## src/rtl/wb_stage.sv

```systemverilog
// MEM/WB pipeline register with load extraction, write-back select and
// retired-instruction counter for the RV32I core.
module wb_stage #(
   parameter int DATA_WIDTH = 32,
   parameter int CNT_WIDTH  = 64
) (
   input  logic                  clk,
   input  logic                  i_rst_n,
   input  logic                  i_valid,
   input  logic                  i_stall,
   input  logic                  i_flush,
   input  logic [DATA_WIDTH-1:0] i_alu_result,
   input  logic [DATA_WIDTH-1:0] i_mem_rdata,
   input  logic [DATA_WIDTH-1:0] i_pc_plus4,
   input  logic [4:0]            i_rd,
   input  logic                  i_reg_write,
   input  logic [1:0]            i_wb_sel,
   input  logic [2:0]            i_funct3,
   output logic                  o_wen,
   output logic [4:0]            o_waddr,
   output logic [DATA_WIDTH-1:0] o_wdata,
   output logic [CNT_WIDTH-1:0]  o_instret
);

   localparam logic [1:0] WB_LOAD = 2'b01;
   localparam logic [1:0] WB_PC4  = 2'b10;

   logic                  valid_q, valid_d;
   logic                  written_q, written_d;
   logic [CNT_WIDTH-1:0]  instret_q, instret_d;
   logic [DATA_WIDTH-1:0] alu_q, rdata_q, pc4_q;
   logic [4:0]            rd_q;
   logic                  reg_write_q;
   logic [1:0]            wb_sel_q;
   logic [2:0]            funct3_q;
   logic                  capture;

   assign capture = !i_flush && !i_stall;

   // NOTE: every signal assigned in always_comb gets a default first, so no latch is inferred.
   always_comb begin
      valid_d   = valid_q;
      written_d = written_q;
      instret_d = instret_q;
      if (i_flush) begin
         valid_d   = 1'b0;
         written_d = 1'b0;
      end else if (i_stall) begin
         // Remember a write already issued so a long stall cannot repeat it.
         if (o_wen) written_d = 1'b1;
      end else begin
         valid_d   = i_valid;
         written_d = 1'b0;
         if (i_valid) instret_d = instret_q + CNT_WIDTH'(1);
      end
   end

   // NOTE: sequential state uses non-blocking assignments only.
   always_ff @(posedge clk or negedge i_rst_n) begin
      if (!i_rst_n) begin
         valid_q     <= 1'b0;
         written_q   <= 1'b0;
         instret_q   <= '0;
         alu_q       <= '0;
         rdata_q     <= '0;
         pc4_q       <= '0;
         rd_q        <= '0;
         reg_write_q <= 1'b0;
         wb_sel_q    <= '0;
         funct3_q    <= '0;
      end else begin
         valid_q   <= valid_d;
         written_q <= written_d;
         instret_q <= instret_d;
         if (capture) begin
            alu_q       <= i_alu_result;
            rdata_q     <= i_mem_rdata;
            pc4_q       <= i_pc_plus4;
            rd_q        <= i_rd;
            reg_write_q <= i_reg_write;
            wb_sel_q    <= i_wb_sel;
            funct3_q    <= i_funct3;
         end
      end
   end

   // Little-endian lane select; halfword offset bit 0 is ignored.
   logic [1:0]            offset;
   logic [7:0]            load_byte;
   logic [15:0]           load_half;
   logic [DATA_WIDTH-1:0] load_data;

   assign offset    = alu_q[1:0];
   assign load_byte = rdata_q[{offset, 3'b000} +: 8];
   assign load_half = offset[1] ? rdata_q[31:16] : rdata_q[15:0];

   always_comb begin
      load_data = rdata_q;
      case (funct3_q)
         3'b000:  load_data = {{(DATA_WIDTH-8){load_byte[7]}}, load_byte};
         3'b100:  load_data = {{(DATA_WIDTH-8){1'b0}}, load_byte};
         3'b001:  load_data = {{(DATA_WIDTH-16){load_half[15]}}, load_half};
         3'b101:  load_data = {{(DATA_WIDTH-16){1'b0}}, load_half};
         default: load_data = rdata_q;
      endcase
   end

   always_comb begin
      o_wdata = alu_q;
      case (wb_sel_q)
         WB_LOAD: o_wdata = load_data;
         WB_PC4:  o_wdata = pc4_q;
         default: o_wdata = alu_q;
      endcase
   end

   assign o_wen     = valid_q && reg_write_q && (rd_q != 5'd0) && !written_q;
   assign o_waddr   = rd_q;
   assign o_instret = instret_q;

endmodule

```

## config.mk

```make
export PLATFORM = sky130hd
export DESIGN_NAME = wb_stage
export DESIGN_NICKNAME = d
export VERILOG_FILES = /design/src/rtl/wb_stage.sv
export SDC_FILE = /design/constraint.sdc
export NUM_CORES = 1
export LEC_CHECK = 0
export ABC_AREA = 1
export CORE_MARGIN = 1
export CORE_UTILIZATION = 35
export DETAILED_ROUTE_END_ITERATION = 16
export HOLD_SLACK_MARGIN = 0.02
export PLACE_DENSITY = 0.62
export SYNTH_ARGS = -nofsm -noshare
export SYNTH_HDL_FRONTEND = slang
export SYNTH_SLANG_ARGS = --single-unit
```

## constraint.sdc

```tcl
create_clock -name clk -period 2.75 [get_ports clk]
set_input_delay 0.6875 -clock clk [delete_from_list [all_inputs] [get_ports clk]]
set_output_delay 0.6875 -clock clk [all_outputs]
set_load 0.03 [all_outputs]
```

# Yosys cells after proc, flatten, opt, wreduce, memory -nomap -nowiden

Cells that the tools add are included.

Word-level logic and storage cells: 39
Output and inout bits: 102
Input port bits: 112
Register bits: 173

Add/subtract/negate cells: 1
Mux-type cells: 8
Bitwise gates (word level): 2
Reduce and logical (&&, ||, !) cells: 10
Equality and inequality tests: 7
Shift-type cells: 1

Operator list:

| cell                                                                  | number |
|---|---|
| 32-bit one-hot mux with 4 select lines                                | 1 |
| 64-bit by 1-bit adder with 64-bit output, second input constant       | 1 |
| 32-bit one-hot mux with 2 select lines                                | 1 |
| 32-bit by 6-bit variable part select with 8-bit output                | 1 |
| 16-bit two-way mux                                                    | 1 |
| 3-bit equality test, second input constant                            | 2 |
| 1-bit two-way mux                                                     | 5 |
| 5-bit nonzero test                                                    | 1 |
| 1-bit logical AND                                                     | 4 |
| 3-bit by 1-bit equality test with 1-bit output, second input constant | 1 |
| 1-bit zero test                                                       | 3 |
| 3-bit zero test                                                       | 1 |
| 3-bit by 1-bit != test with 1-bit output, second input constant       | 1 |
| 3-bit AND reduction                                                   | 1 |
| 2-bit by 1-bit equality test with 1-bit output, second input constant | 1 |
| 2-bit equality test, second input constant                            | 1 |
| 2-bit by 1-bit != test with 1-bit output, second input constant       | 1 |
| 1-bit inverter                                                        | 2 |

# Depth between registers and ports, before layout

Gate-level depths: netlist (run 1).

Depth after elaboration: 6
Depth in mapped cells: 11

# Worst setup path after synthesis (run 1)

OpenSTA, ideal clock, no wires.

Path type: flip-flop to output port
Start point: reg wb_sel_q[0]
End point: out o_wdata[12]
Path slack: 0.334 ns
Stages on the path, launching flop included: 8
Required time: 2.062 ns
Data arrival time: 1.729 ns
Cell sequence: dfrtp_1 > inv_1 > ha_1 > clkbuf_1 > inv_1 > clkbuf_1 > nor2_1 > a21oi_1

Cells in the longest elaborated chain, start to end: 2
Elaborated cells between the ends (all ways): 3
Those cells by class: eq/ne (2); mux (1)

Ends and longest elaborated chain:

| item                                                                                         | RTL line | RTL |
|---|---|---|
| start: declaration                                                                           | 34       | `logic [1:0] wb_sel_q;` |
| start signal: assignment                                                                     | 81       | `wb_sel_q <= i_wb_sel;` |
| 2-bit equality test / 2-bit by 1-bit equality test with 1-bit output (equally long branches) | 110      | `case (wb_sel_q)` |
| 32-bit one-hot mux with 2 select lines (*)                                                   | 110      |  |
| end: declaration                                                                             | 21       | `output logic [DATA_WIDTH-1:0] o_wdata,` |

Every way passes the cells marked *; elsewhere a longest branch is shown, timed or not.

# Worst setup path after layout (run 1)

Start point: reg alu_q[1]
End point: out o_wdata[29]

Cells in the longest elaborated chain, start to end: 3
Elaborated cells between the ends (all ways): 4
Those cells by class: shift (1); mux (3)

Ends and longest elaborated chain:

| item                                                                                                | RTL line | RTL |
|---|---|---|
| start: declaration                                                                                  | 31       | `logic [DATA_WIDTH-1:0] alu_q, rdata_q, pc4_q;` |
| start signal: assignment                                                                            | 76       | `alu_q <= i_alu_result;` |
| 32-bit by 6-bit variable part select with 8-bit output / 16-bit two-way mux (equally long branches) | 94, 95   |  |
| 32-bit one-hot mux with 4 select lines (*)                                                          | 99       | `case (funct3_q)` |
| 32-bit one-hot mux with 2 select lines (*)                                                          | 110      |  |

Marks and branches as above.

==> summary.txt, run 1 <==
Setup path
  – Worst setup startpoint: alu_q[1]
  – Critical Path Sink Type: primary output
  – Critical path's largest stage delay: about 0.47 ns
  – Critical Path RT: 2.06 ns
  – Crit path cell chain: nand2_2, o21ai_2, o21ai_2, nand2_4, nand2_8, buf_6, nand2_1, a21oi_2, buf_6
  – CP Capture Point: o_wdata[29]
  – Reg2Reg Depth: 10
  – Reg2Reg Setup Slack: 1.00 ns
  – CP max FO: 10
  – Buf+Inv Stages, Crit Path: 2
  – CP Class: reg2out
  – CP arrival: 2.04 ns
  – Critical path's slowest cell: dfrtp_2
  – Reg2reg start: o_instret[1]
  – Critical Path Stages: 9
  – Delay-heaviest family, CP: flip-flops
  – R2r endpoint: o_instret[52]
  – Startpoint Class: flip-flop

Floorplan
  – Starting Density: a little over a third
  – Die Area: ~0.027 mm²
  – Die W: around 160 µm
  – Cell Rows: between 50 and 60
  – Vert. Die Dim: approximately 160 µm
  – Core area: between 0.02 and 0.03 mm²
  – I/O pin total: around 210

Clock tree
  – CTS tree: yes
  – Clock Sinks: around 170
  – CTS buffer count: 17
  – H-tree depth: 4
  – Bufs on Longest Clock Path: 2
  – CTS Root Cell: clkbuf_16
  – Clk pin slew, worst setup/hold paths: approximately 0.07 ns
  – Clock latency on the worst-skew pair: roughly 0.44 ns

Worst hold path
  – Hold WC Path Type: in2async

Finish
  – Final Util: 49.79%
  – Non-Filler Instances: about 1,700
  – Fin nets: about 1,500
  – Filler Cell Count: about 2,500
  – Layout overhead on the synthesized area: 38.72%
  – Ratio of cells with drive above 1 in the final layout: about an eighth

Run
  – Max cap viols: 0

STA
  – Clock Skews: approximately 0.013 ns
  – Setup_tns: 0 ns
  – Fin. max-slew vios: 0
  – Final Hold Fails: 0
  – Setup ws final: around 0.022 ns
  – Slew @ Worst Pin: approximately 0.67 ns
  – Worst hold margin: ~0.23 ns
  – Min Tclk post-route: about 2.7 ns
  – Rel. slew slack: a little under three fifths
  – Final setup fails: 0
  – RSZ-0062 raised after global routing: true
  – Tcrit/Tclk final: roughly 100%
  – Peak Freq: approximately 370 MHz

Placement
  – Gpl congestion: ~0.9
  – HPWL after DPL: 21.46 mm
  – Post-place setup slack: between 0.05 and 0.06 ns
  – Dpl cells: roughly 1,700
  – PortBufs: between 200 and 250

Global routing
  – Largest net degree at the start of global routing: roughly 160
  – Initial antenna violation count: 7
  – GRT overflow: 0
  – Global-route wire length before repair: around 45 mm
  – Number of global-route vias before repair: roughly 8,400
  – GRT Util Overall: roughly 22%

Logic synthesis
  – Top-area cell type share of the netlist area: between 40 and 50%
  – Post-Syn Instances: ~1,200
  – Cell accounting for the most synthesized area: dfrtp_1
  – Synth area leaders: dfrtp_1, nand2_1, a21oi_1, inv_1, nor2_1
  – Synthesis-stage register bit count: ~170
  – Synth warn: 0
  – Syn Area/Cell: roughly 7.7 µm²
  – Sequential share of the synthesized area: between 40% and 50%
  – Cell area after synthesis: about 0.0091 mm²
  – Synth Net Count: between 1,000 and 1,500
  – Distinct cells, synth: 39

Routing
  – Residual DRC: 0
  – Initial DRC Count: about 490
  – Via/cell ratio: 4.867
  – Via count: around 8,500
  – WL per Instance: between 15 and 20 µm
  – Drt pass-1 iters: 5
  – Drt total wl: 29.17 mm
  – Antenna-violating nets left: 0

Run status
  – Outcome: completed

Pwr
  – Static leakage: between 5 and 6 nW
  – Max VDD drop: 0.3574 mV
  – PD cells: ~630 mW/mm²
-- registers in the layout, indices dropped and copies added (netlist names) --
name and count:
o_instret 64, written_q 1, wb_sel_q 2, reg_write_q 1, pc4_q 32, alu_q 32
funct3_q 3, valid_q 1, o_waddr 5, rdata_q 32
-- metal layers --
metal | part of all wire (%) | routed length (µm) | track usage (%)
met1 | 44 | 12950 | 28.91
met2 | 48 | 13950 | 36.96
met3 | 6.4 | 1880 | 5.409
met4 | 1.2 | 350 | 5.353
met5 | 0.17 | 49 | 0
-- cell usage after synthesis --
master and instances:
nor3_4 1, nand2_2 10, inv_1 102, nor3_2 1, buf_1 1, nand3_1 31
nand3_4 1, nand2_1 418, and2_1 1, o21ai_0 52, buf_2 12, nor4_1 1
buf_6 1, nand3_2 2, o21ai_2 2, xnor2_1 27, o311ai_0 1, nor3_1 6
nand2_4 4, inv_2 2, nor2_4 6, a21oi_1 92, nor2_2 17, xor2_1 20
nor3b_1 1, nand4_1 23, o211ai_1 11, o21ai_1 2, dfrtp_1 173, a22oi_1 8
nand3b_1 8, clkinv_2 1, o22ai_1 7, nor2_1 95, a31oi_1 2, nor2_8 4
nor2b_2 1, clkbuf_1 31, ha_1 3
-- layout by cell type, fill, tap and decap left out, types with 6 or more instances in the layout --
master,n
a21oi_1,74
dfrtp_1,172
xnor2_1,27
nand4_1,23
inv_1,98
nor3_1,6
buf_6,16
nand3_1,31
o21ai_0,52
a21oi_2,15
xor2_1,20
buf_2,7
o211ai_1,11
clkbuf_16,18
nor2_1,95
nor2_2,16
nand2_1,406
nand3b_1,8
o22ai_1,7
clkdlybuf4s50_1,179
nand2_2,20
buf_4,31
buf_12,7
nor2_4,7
-- power by group --
part | switching (W) | internal (W) | total (W) | leakage (nW)
logic | 0.00139 | 0.000952 | 0.00235 | 3.28
clock network | 0.00107 | 0.00156 | 0.00262 | 0.306
registers | 0.000186 | 0.00278 | 0.00296 | 2.22
-- worst reg2reg max path: cells and delay by family (launching register included) --
kind	cells	cell delay [ns]
and+or+nand+nor	8	0.95
DFF	1	0.40
adders and majority gates	1	0.23
buffers and inverters	1	0.06
-- stage by stage --
| step | power, W | area (µm²) |
|---|---|---|
| finish | 0.007936 | 12610 |
| floorplan | 0.004139 | 9090 |
| global route | 0.008282 | 12610 |
| detailed placement | 0.005128 | 11670 |
| CTS | 0.007839 | 12390 |
| global placement | 0.005109 | 11670 |
-- cells by family (layout without fill, tap and decap cells) --
logic type | Yosys count | after routing | synth area share, %
other | 0 | 3 | 0
adder cells (fa/ha/maj) | 3 | 3 | 0.4130
flip-flops | 173 | 173 | 47.63
AO/OA/AOI/OAI | 177 | 177 | 10.52
AND/OR/NAND/NOR | 631 | 631 | 30.46
buffers and inverters | 150 | 381 | 6.456
XOR/XNOR | 47 | 47 | 4.529
-- area by class of cell --
| type | instances | area [µm²] | area share (%) |
|---|---|---|---|
| Multi-Input combinational cell | 858 | 4375 | 34.70 |
| Sequential cell | 173 | 4330 | 34.34 |
| Timing Repair Buffer | 244 | 2457 | 19.49 |
| Clock buffer | 20 | 446.7 | 3.542 |
| Tap cell | 330 | 412.9 | 3.274 |
| Inverter | 105 | 397.9 | 3.155 |
| Clock inverter | 12 | 181.4 | 1.439 |
| Antenna cell | 3 | 7.507 | 0.05954 |
-- repair_timing --
| action | CTS | global route |
|---|---|---|
| endpoints found under the setup margin | 32 | 31 |
| hold buffers | 0 | 0 |
| buffers inserted | 0 | 3 |
| resized for setup | 57 | 65 |
| pin swaps | 2 | 13 |
| gates cloned | 1 | 1 |
-- worst min path at each step --
stage | startpoint | cells past startpoint | slack (ns) | end
2_1_floorplan | i_rst_n | 0 | 0.39 | alu_q[0]
3_3_place_gp | pc4_q[22] | 2 | 0.46 | pc4_q[22]
3_5_place_dp | pc4_q[28] | 2 | 0.46 | pc4_q[28]
4_1_cts | i_rst_n | 1 | 0.26 | rdata_q[18]
5_1_grt | i_rst_n | 1 | 0.28 | rdata_q[18]
6_report | i_rst_n | 1 | 0.23 | rdata_q[18]
Note: power is estimated with default switching activity, not from simulation.
==> run 2, diff against run 1 <==
--- a/config.mk
+++ b/config.mk
@@ -9,7 +9,7 @@
 export CORE_MARGIN = 1
 export CORE_UTILIZATION = 35
 export DETAILED_ROUTE_END_ITERATION = 16
-export HOLD_SLACK_MARGIN = 0.02
+export HOLD_SLACK_MARGIN = 0.05
 export PLACE_DENSITY = 0.62
 export SYNTH_ARGS = -nofsm -noshare
 export SYNTH_HDL_FRONTEND = slang
==> results of run 2 <==
The final DEF is identical to that of run 1; final timing and power are the same.
